==> config.mk <==
export PLATFORM = sky130hd
export DESIGN_NAME = div_iter
export DESIGN_NICKNAME = d
export VERILOG_FILES = /design/src/rtl/div_iter_pkg.sv /design/src/rtl/div_iter.sv
export SDC_FILE = /design/constraint.sdc
export NUM_CORES = 1
export LEC_CHECK = 0
export ABC_CLOCK_PERIOD_IN_PS = 3000
export CAP_MARGIN = 20
export CORE_ASPECT_RATIO = 2
export CORE_UTILIZATION = 29
export CTS_CLUSTER_SIZE = 20
export DETAILED_ROUTE_END_ITERATION = 6
export PLACE_DENSITY = 0.5
export SLEW_MARGIN = 20
export SYNTH_ARGS = -nofsm -noshare
export SYNTH_HDL_FRONTEND = slang
export SYNTH_SLANG_ARGS = --single-unit
export TNS_END_PERCENT = 5
==> constraint.sdc <==
create_clock -name clk -period 3 [get_ports clk]
set_clock_uncertainty 0.1 [all_clocks]
set_input_delay 0.3 -clock clk [delete_from_list [all_inputs] [get_ports clk]]
set_output_delay 0.3 -clock clk [all_outputs]
set_load 0.01 [all_outputs]
==> src/rtl/div_iter_pkg.sv <==
// Shared operation-kind type for the iterative divider.
package div_iter_pkg;

  // Operation kind as sampled from the is_signed input: DIVU or DIV.
  typedef enum logic {
    OP_DIVU = 1'b0,
    OP_DIV  = 1'b1
  } div_op_e;

endpackage

==> src/rtl/div_iter.sv <==
// Iterative radix-2 restoring divider with a fixed WIDTH+2 cycle latency.
// The divide works on magnitudes. Signs are applied in a final fix-up cycle.
// The result is {remainder, quotient}, which maps to {HI, LO}.
module div_iter
  import div_iter_pkg::*;
#(
  parameter int WIDTH = 32
) (
  input  logic               clk,
  input  logic               resetn,
  input  logic               start,
  input  logic               is_signed,
  input  logic [WIDTH-1:0]   dividend,
  input  logic [WIDTH-1:0]   divisor,
  input  logic               annul,
  output logic               stall,
  output logic               valid,
  output logic [2*WIDTH-1:0] result
);

  localparam int CW = (WIDTH > 1) ? $clog2(WIDTH) : 1;

  typedef enum logic [1:0] {
    S_IDLE = 2'd0,
    S_RUN  = 2'd1,
    S_FIX  = 2'd2,
    S_DONE = 2'd3
  } state_e;

  // Two's-complement negation. It is used both for the absolute value and
  // for re-applying the signs of the results.
  function automatic logic [WIDTH-1:0] f_neg(input logic [WIDTH-1:0] a);
    return ~a + WIDTH'(1);
  endfunction

  state_e             r_state;
  logic [CW-1:0]      r_cnt;
  logic [WIDTH-1:0]   r_quot;        // starts as |dividend|; quotient bits shift in at the LSB
  logic [WIDTH-1:0]   r_rem;         // partial remainder; always below the divisor
  logic [WIDTH-1:0]   r_divisor;     // |divisor|
  logic [WIDTH-1:0]   r_dividend;    // original dividend, for the divide-by-zero remainder
  logic               r_q_neg;
  logic               r_r_neg;
  logic               r_dz;
  logic               r_valid;
  logic [2*WIDTH-1:0] r_result;

  div_op_e            w_op;
  logic [WIDTH:0]     w_shift;
  logic [WIDTH:0]     w_sub;
  logic               w_ge;
  logic [WIDTH-1:0]   w_quot_fix;
  logic [WIDTH-1:0]   w_rem_fix;

  assign w_op = div_op_e'(is_signed);

  // Restoring step. The shifted remainder is below twice the divisor, so the
  // MSB of the trial difference is a reliable borrow flag.
  assign w_shift = {r_rem, r_quot[WIDTH-1]};
  assign w_sub   = w_shift - {1'b0, r_divisor};
  assign w_ge    = ~w_sub[WIDTH];

  // Sign fix-up. Divide by zero overrides the computed quotient and remainder.
  assign w_quot_fix = r_dz ? {WIDTH{1'b1}} : (r_q_neg ? f_neg(r_quot) : r_quot);
  assign w_rem_fix  = r_dz ? r_dividend    : (r_r_neg ? f_neg(r_rem)  : r_rem);

  // The pipeline freezes in the request cycle itself, and stays frozen until DONE.
  assign stall  = ((r_state == S_IDLE) & start & ~annul) |
                  (r_state == S_RUN) | (r_state == S_FIX);
  assign valid  = r_valid;
  assign result = r_result;

  // Divider sequencer: capture, WIDTH restoring steps, sign fix-up, one-cycle done.
  always_ff @(posedge clk or negedge resetn) begin
    if (!resetn) begin
      r_state    <= S_IDLE;
      r_cnt      <= '0;
      r_quot     <= '0;
      r_rem      <= '0;
      r_divisor  <= '0;
      r_dividend <= '0;
      r_q_neg    <= 1'b0;
      r_r_neg    <= 1'b0;
      r_dz       <= 1'b0;
      r_valid    <= 1'b0;
      r_result   <= '0;
    end else begin
      r_valid <= 1'b0;
      if (annul) begin
        r_state <= S_IDLE;
      end else begin
        case (r_state)
          S_IDLE: begin
            if (start) begin
              r_quot     <= (w_op == OP_DIV && dividend[WIDTH-1]) ? f_neg(dividend) : dividend;
              r_divisor  <= (w_op == OP_DIV && divisor[WIDTH-1])  ? f_neg(divisor)  : divisor;
              r_dividend <= dividend;
              r_q_neg    <= (w_op == OP_DIV) & (dividend[WIDTH-1] ^ divisor[WIDTH-1]);
              r_r_neg    <= (w_op == OP_DIV) & dividend[WIDTH-1];
              r_dz       <= (divisor == '0);
              r_rem      <= '0;
              r_cnt      <= '0;
              r_state    <= S_RUN;
            end
          end
          S_RUN: begin
            r_rem  <= w_ge ? w_sub[WIDTH-1:0] : w_shift[WIDTH-1:0];
            r_quot <= {r_quot[WIDTH-2:0], w_ge};
            if (r_cnt == CW'(WIDTH - 1)) begin
              r_state <= S_FIX;
            end else begin
              r_cnt <= r_cnt + CW'(1);
            end
          end
          S_FIX: begin
            r_result <= {w_rem_fix, w_quot_fix};
            r_valid  <= 1'b1;
            r_state  <= S_DONE;
          end
          default: begin
            // DONE: the same instruction is still in EX, so start is ignored here.
            r_state <= S_IDLE;
          end
        endcase
      end
    end
  end

endmodule

* Word-level counts from Yosys, hierarchy flattened
Index checks and enable logic that the tools add are counted.
** Word-level totals
- Output and inout bits :: 66
- Bits in registers :: 203
- Input bits :: 69
- Word-level logic and storage cells :: 67
** Cells by class
- Add/subtract/negate cells :: 6
- Bitwise gates (word level) :: 13
- Equality and inequality tests :: 7
- Muxes and demuxes :: 20
- Reductions and logical operators :: 10
** Operators by type and width (count)
- two-way mux 32 bit :: 9
- adder 32 x 1 -> 32 bit, second input constant :: 4
- NOT 32 bit :: 4
- case mux 32 bit (2 select lines) :: 2
- subtractor 33 x 32 -> 33 bit :: 1
- logical NOT 32 bit :: 1
- two-way mux 5 bit :: 2
- case mux 5 bit (2 select lines) :: 1
- two-way mux 2 bit :: 3
- case mux 2 bit (3 select lines) :: 1
- AND reduction 3 bit :: 2
- adder 5 x 1 -> 5 bit, second input constant :: 1
- == test 5 bit, second input constant :: 1
- AND 1 bit :: 4
- != test 2 bit, second input constant :: 2
- AND reduction 2 bit :: 2
- AND reduction 4 bit :: 1
- != test 3 x 2 -> 1 bit, second input constant :: 1
- != test 3 bit, second input constant :: 1
- == test 2 x 1 -> 1 bit, second input constant :: 1
- == test 2 bit, second input constant :: 1
- logical AND 1 bit :: 2
- logical NOT 2 bit :: 1
- two-way mux 1 bit :: 2
- other kinds (4) :: 6

* Depth between registers and ports, before layout
- Depth in word-level cells :: 5
- Mapped depth :: 14
- Mapped depth without buffers :: 12

* Least setup slack after synthesis
No wires, ideal clock.
- Kind :: register to register
- Start :: register r_quot[31]
- End :: register r_rem[12]
- Cell stages (with the launch flop) :: 15
- Clock period less this slack :: 2.911 ns
- Path slack :: 0.089 ns
- Path buffers :: 2
- Library setup time :: 0.147 ns
- Data required time :: 2.753 ns
- Arrival :: 2.665 ns
- Cell sequence :: dfrtp_1 > inv_1 > ha_1 > fa_1 > nor2b_1 > o31ai_1 > a31o_2 > a21boi_1 > a21oi_2 > o211a_2 > xor2_2 > buf_2 > buf_4 > nand3_1 > o311ai_0
** On the way
- Word-level cells in the longest chain between the ends :: 3
** Ends and longest elaborated chain
- from (decl) :: line div_iter.sv:38 : logic [WIDTH-1:0] r_quot;
- from (signal assigned) :: line div_iter.sv:95 : r_quot <= (w_op == OP_DIV && dividend[WIDTH-1]) ? f_neg(dividend) : dividend;
- from (signal assigned) :: line div_iter.sv:108 : r_quot <= {r_quot[WIDTH-2:0], w_ge};
- subtractor 33 x 32 -> 33 bit :: line div_iter.sv:60 : assign w_sub = w_shift - {1'b0, r_divisor};
- two-way mux 32 bit :: line div_iter.sv:107 : r_rem <= w_ge ? w_sub[WIDTH-1:0] : w_shift[WIDTH-1:0];
- case mux 32 bit (2 select lines) :: line div_iter.sv:92 : case (r_state)
- to (signal assigned) :: line div_iter.sv:107
- to (decl) :: line div_iter.sv:39 : logic [WIDTH-1:0] r_rem;
No other way between the ends.
A chain may end at the register's enable or synchronous reset.

* Final worst setup path
- Start :: register r_divisor[0]
- End :: register r_rem[1]
** On the way
- Word-level cells in the longest chain between the ends :: 3
** Ends and longest elaborated chain
- from (decl) :: line div_iter.sv:40 : logic [WIDTH-1:0] r_divisor;
- from (signal assigned) :: line div_iter.sv:96 : r_divisor <= (w_op == OP_DIV && divisor[WIDTH-1]) ? f_neg(divisor) : divisor;
- subtractor 33 x 32 -> 33 bit :: line div_iter.sv:60
- two-way mux 32 bit :: line div_iter.sv:107
- case mux 32 bit (2 select lines) :: line div_iter.sv:92
No other way between the ends.

==> results.toml <==
[run_status]
outcome = "finished, violations left"
failed_checks = "setup timing"

[synthesis]
avgSynthCellArea_um2 = 8.60
synth_area_um2 = 12700
synth_largest_type_area_fraction_pct = 40.1
async_flop_share_pct = 100
seq_area_frac_synth_pct = 40.1
ranking_of_synthesized_cells_by_area = "sky130_fd_sc_hd__dfrtp_1 (40%), sky130_fd_sc_hd__xor2_1 (6.6%), sky130_fd_sc_hd__a21oi_1 (5.8%)"
mappedNetlistNets = 1583
number_of_enable_flip_flop_cells_after_synthesis = 0
yosys_warnings = 0
yosys.cell_types.count = 67
post-synth-top-area-cell = "sky130_fd_sc_hd__dfrtp_1"
yosys_most_used_dff = "sky130_fd_sc_hd__dfrtp_1"
syn_inst = 1472
synth-seq-cells = 203

[cells_and_area]
final_nets = 1803
area_growth_syn_to_layout_pct = 29.6
mostFrequentLayoutCells = "sky130_fd_sc_hd__dfrtp_1 (202), sky130_fd_sc_hd__nand2_1 (178), sky130_fd_sc_hd__a21oi_1 (144)"
layout.area.seq_um2 = 5080
fillCellCount = 4503
design_area_um2 = 16400
mostFrequentLayoutCell = "sky130_fd_sc_hd__dfrtp_1"
post_layout_nonfiller_instances = 2258
area_of_the_multi_input_gates_um2 = 7190
diodes_inserted = 0
final_layout_size_suffix_gt1_share_pct = 15.3

[grt]
grt_use_met2_pct = 34.8
global_route.usage.total_pct = 17.5
grt_max_degree = 69
met1_usage_pct = 17.5
first_pass_grt_wire_length_um = 61000
grt_antenna_before_repair = 0
grt_busiest_layer = "met2"
grt.met3_usage_pct = 1.70
grt_pass1_vias = 11400
grt_remaining_overflow = 0

[sta]
setup-violations-final = 18
timing.final.max_slew_violations = 0
rsz0062_at_grt = "yes"
timing.final.hold_violations = 0
clock.fmax_mhz = 322
slew_headroom_pct = 26.8
post_route_clock_period_utilization_pct = 104
worstMarginPinSlew_ns = 1.10
layout_setup_ws_ns = -0.110
final_period_minus_worst_setup_slack_ns = 3.11

[clock_tree]
clock_tree.buffer_depth = 3
clock_sinks = 203
cts_tree = "yes"
root_buffer = "sky130_fd_sc_hd__clkbuf_16"
clock_insertion_delay_worst_skew_ns = 0.53
clk_transition_reported_paths_ns = 0.06
cts_inserted_buffers = 22
cts.htree.levels = 1

[place]
placed_cells_incl_taps = 2213
hpwlAfterDp_um = 30500
gp_congestion = 0.878
dpl-instance-area_um2 = 15500
port_buffers = 134

[route]
totalWireLength_um = 38800
avgViaCountPerCell = 4.94
detail_route.iter0.violations = 362
detailedRoute.firstPassIterationCount = 5
wl_per_cell_um = 17.2
final_antenna_net_count = 0
via_count = 11200
post-route-drc-count = 0

[floorplanning]
dieHeight_um = 297
dieArea_um2 = 44500
start_util_pct = 29.3
ioPinCount = 135
num_rows = 108
coreArea_um2 = 43200
die_x_um = 150

[hold_path]
hp-class = "in2async"

[pwr]
vdd_ir_drop_max_v = 0.000527
leakage_nw = 7.16
share_clk_of_total_power_pct = 13.8
sequentialPowerShare_pct = 25.3
power-per-cell-area_nw_per_um2 = 1230
comb_power_share_pct = 60.9
p_switching_w = 0.00897
cellInternalPower_w = 0.0113
power.share.switching_pct = 44.3

[worst_setup_path]
setup.worst_path.class = "reg2reg"
timing.critical_path.required_ns = 3.31
crit_path_max_fanout = 18
critPathCaptureType = "flop"
cp-start-kind = "flop"
critical_path_arrival_ns = 3.42

[run]
max_cap_violations = 0
==> cell type report <==
type | count | share of cell area (%)
Clock buffer | 30 | 3.91
Clock inverter | 10 | 0.534
Inverter | 56 | 1.28
Multi-Input combinational cell | 1128 | 43.8
Sequential cell | 203 | 31.0
Tap cell | 550 | 4.19
Timing Repair Buffer | 281 | 15.3
==> state kept, by name (all words and copies together) (netlist names) <==
signal      count
r_q_neg         1
r_r_neg         1
valid           1
r_quot         32
result         64
r_divisor      32
r_cnt           5
r_rem          32
r_dividend     32
r_state         2
r_dz            1
==> worst max-delay path: stages (launching register included) <==
cell and delay, ns:
sky130_fd_sc_hd__dfrtp_1 0.42, sky130_fd_sc_hd__ha_4 0.19, sky130_fd_sc_hd__fa_2 0.34, sky130_fd_sc_hd__nor2b_2 0.14, sky130_fd_sc_hd__o31ai_2 0.08, sky130_fd_sc_hd__a31o_2 0.25
sky130_fd_sc_hd__a21boi_2 0.12, sky130_fd_sc_hd__buf_4 0.14, sky130_fd_sc_hd__a21oi_2 0.07, sky130_fd_sc_hd__o211a_4 0.26, sky130_fd_sc_hd__xor2_4 0.16, sky130_fd_sc_hd__buf_12 0.15
sky130_fd_sc_hd__bufbuf_16 0.29, sky130_fd_sc_hd__o311ai_2 0.27
==> metal layers <==
layer | part of all wire [%] | up-vias
met4 | 4.2 | 0
met3 | 3.2 | 67
li1 | - | 5621
met5 | 0 | -
met2 | 56 | 199
met1 | 36 | 5278
==> per-stage QoR <==
stage | power [W] | setup slack (ns) | util (%) | TNS, ns | hold WS, ns
after floorplan | 0.0125 | 0.0887 | - | 0 | -0.0956
after global placement | 0.0168 | -0.378 | 35.8 | -4.15 | 0.241
after detailed placement | 0.0170 | -0.386 | 35.8 | -6.13 | 0.248
after CTS | 0.0203 | -0.154 | 37.8 | -2.93 | 0.256
after global routing | 0.0219 | -0.199 | 38.0 | -4.41 | 0.288
final | 0.0202 | -0.110 | 38.0 | -1.06 | 0.228
==> synthesized netlist by cell type, types with 4 or more instances <==
library cell and count:
sky130_fd_sc_hd__mux2i_1 15, sky130_fd_sc_hd__nand2b_1 6, sky130_fd_sc_hd__clkbuf_1 73, sky130_fd_sc_hd__a32oi_1 5
sky130_fd_sc_hd__and3_1 7, sky130_fd_sc_hd__o21a_1 7, sky130_fd_sc_hd__inv_1 56, sky130_fd_sc_hd__ha_1 41
sky130_fd_sc_hd__o211ai_1 4, sky130_fd_sc_hd__xnor2_1 54, sky130_fd_sc_hd__o311ai_0 19, sky130_fd_sc_hd__xor2_1 95
sky130_fd_sc_hd__o41ai_1 10, sky130_fd_sc_hd__a21oi_1 146, sky130_fd_sc_hd__nor4_1 10, sky130_fd_sc_hd__nand3_1 29
sky130_fd_sc_hd__nand4_1 12, sky130_fd_sc_hd__a31oi_1 5, sky130_fd_sc_hd__or2_2 5, sky130_fd_sc_hd__nor2b_1 9
sky130_fd_sc_hd__buf_1 7, sky130_fd_sc_hd__o22ai_1 32, sky130_fd_sc_hd__or4_1 9, sky130_fd_sc_hd__mux2_2 28
sky130_fd_sc_hd__o21ai_0 136, sky130_fd_sc_hd__dfrtp_1 203, sky130_fd_sc_hd__nand2_1 178, sky130_fd_sc_hd__or3_1 12
sky130_fd_sc_hd__nor2_1 138, sky130_fd_sc_hd__o31ai_1 28, sky130_fd_sc_hd__a21o_1 19, sky130_fd_sc_hd__nor3_1 20
==> power by group through the flow <==
| stage | Combinational, W | Sequential, W | Clock, W |
|---|---|---|---|
| 2_1_floorplan | 0.00741 | 0.00505 | 0 |
| 3_3_place_gp | 0.0117 | 0.00513 | 0 |
| 3_5_place_dp | 0.0118 | 0.00517 | 0 |
| 4_1_cts | 0.0122 | 0.00513 | 0.00289 |
| 5_1_grt | 0.0136 | 0.00531 | 0.00298 |
| 6_report | 0.0123 | 0.00512 | 0.00279 |
==> final timing paths <==
kind | startpoint | cells past startpoint | slack [ns] | endpoint
max in group asynchronous | resetn | 3 | 1.65 | r_rem[2]
worst min-delay path | resetn | 2 | 0.23 | r_rem[24]
worst min register to register | r_cnt[3] | 1 | 0.36 | r_cnt[3]
min in group clk | r_cnt[3] | 1 | 0.36 | r_cnt[3]
worst max-delay path | r_divisor[0] | 13 | -0.11 | r_rem[1]
worst max register to register | r_divisor[0] | 13 | -0.11 | r_rem[1]
==> what timing repair did <==
| item | CTS | global route |
|---|---|---|
| endpoints found under the setup margin | 33 | 37 |
| resized for setup | 26 | 15 |
| hold endpoints to repair | 64 | 0 |
| gates cloned | 1 | 0 |
| buffers inserted | 1 | 2 |
| hold buffers | 1 | 0 |
| pin swaps | 8 | 5 |
==> kinds of logic (layout without fill, tap and decap cells) <==
group	after synthesis	after routing	share of synthesized area, %
simple gates	454	454	16.5
compound gates	439	439	20.8
flops	203	203	40.1
xor+xnor	150	150	10.4
buf+inv	141	377	4.27
mux	43	43	3.68
fa+ha+maj	42	42	4.21
No activity file was read; power rests on OpenSTA's default activity.
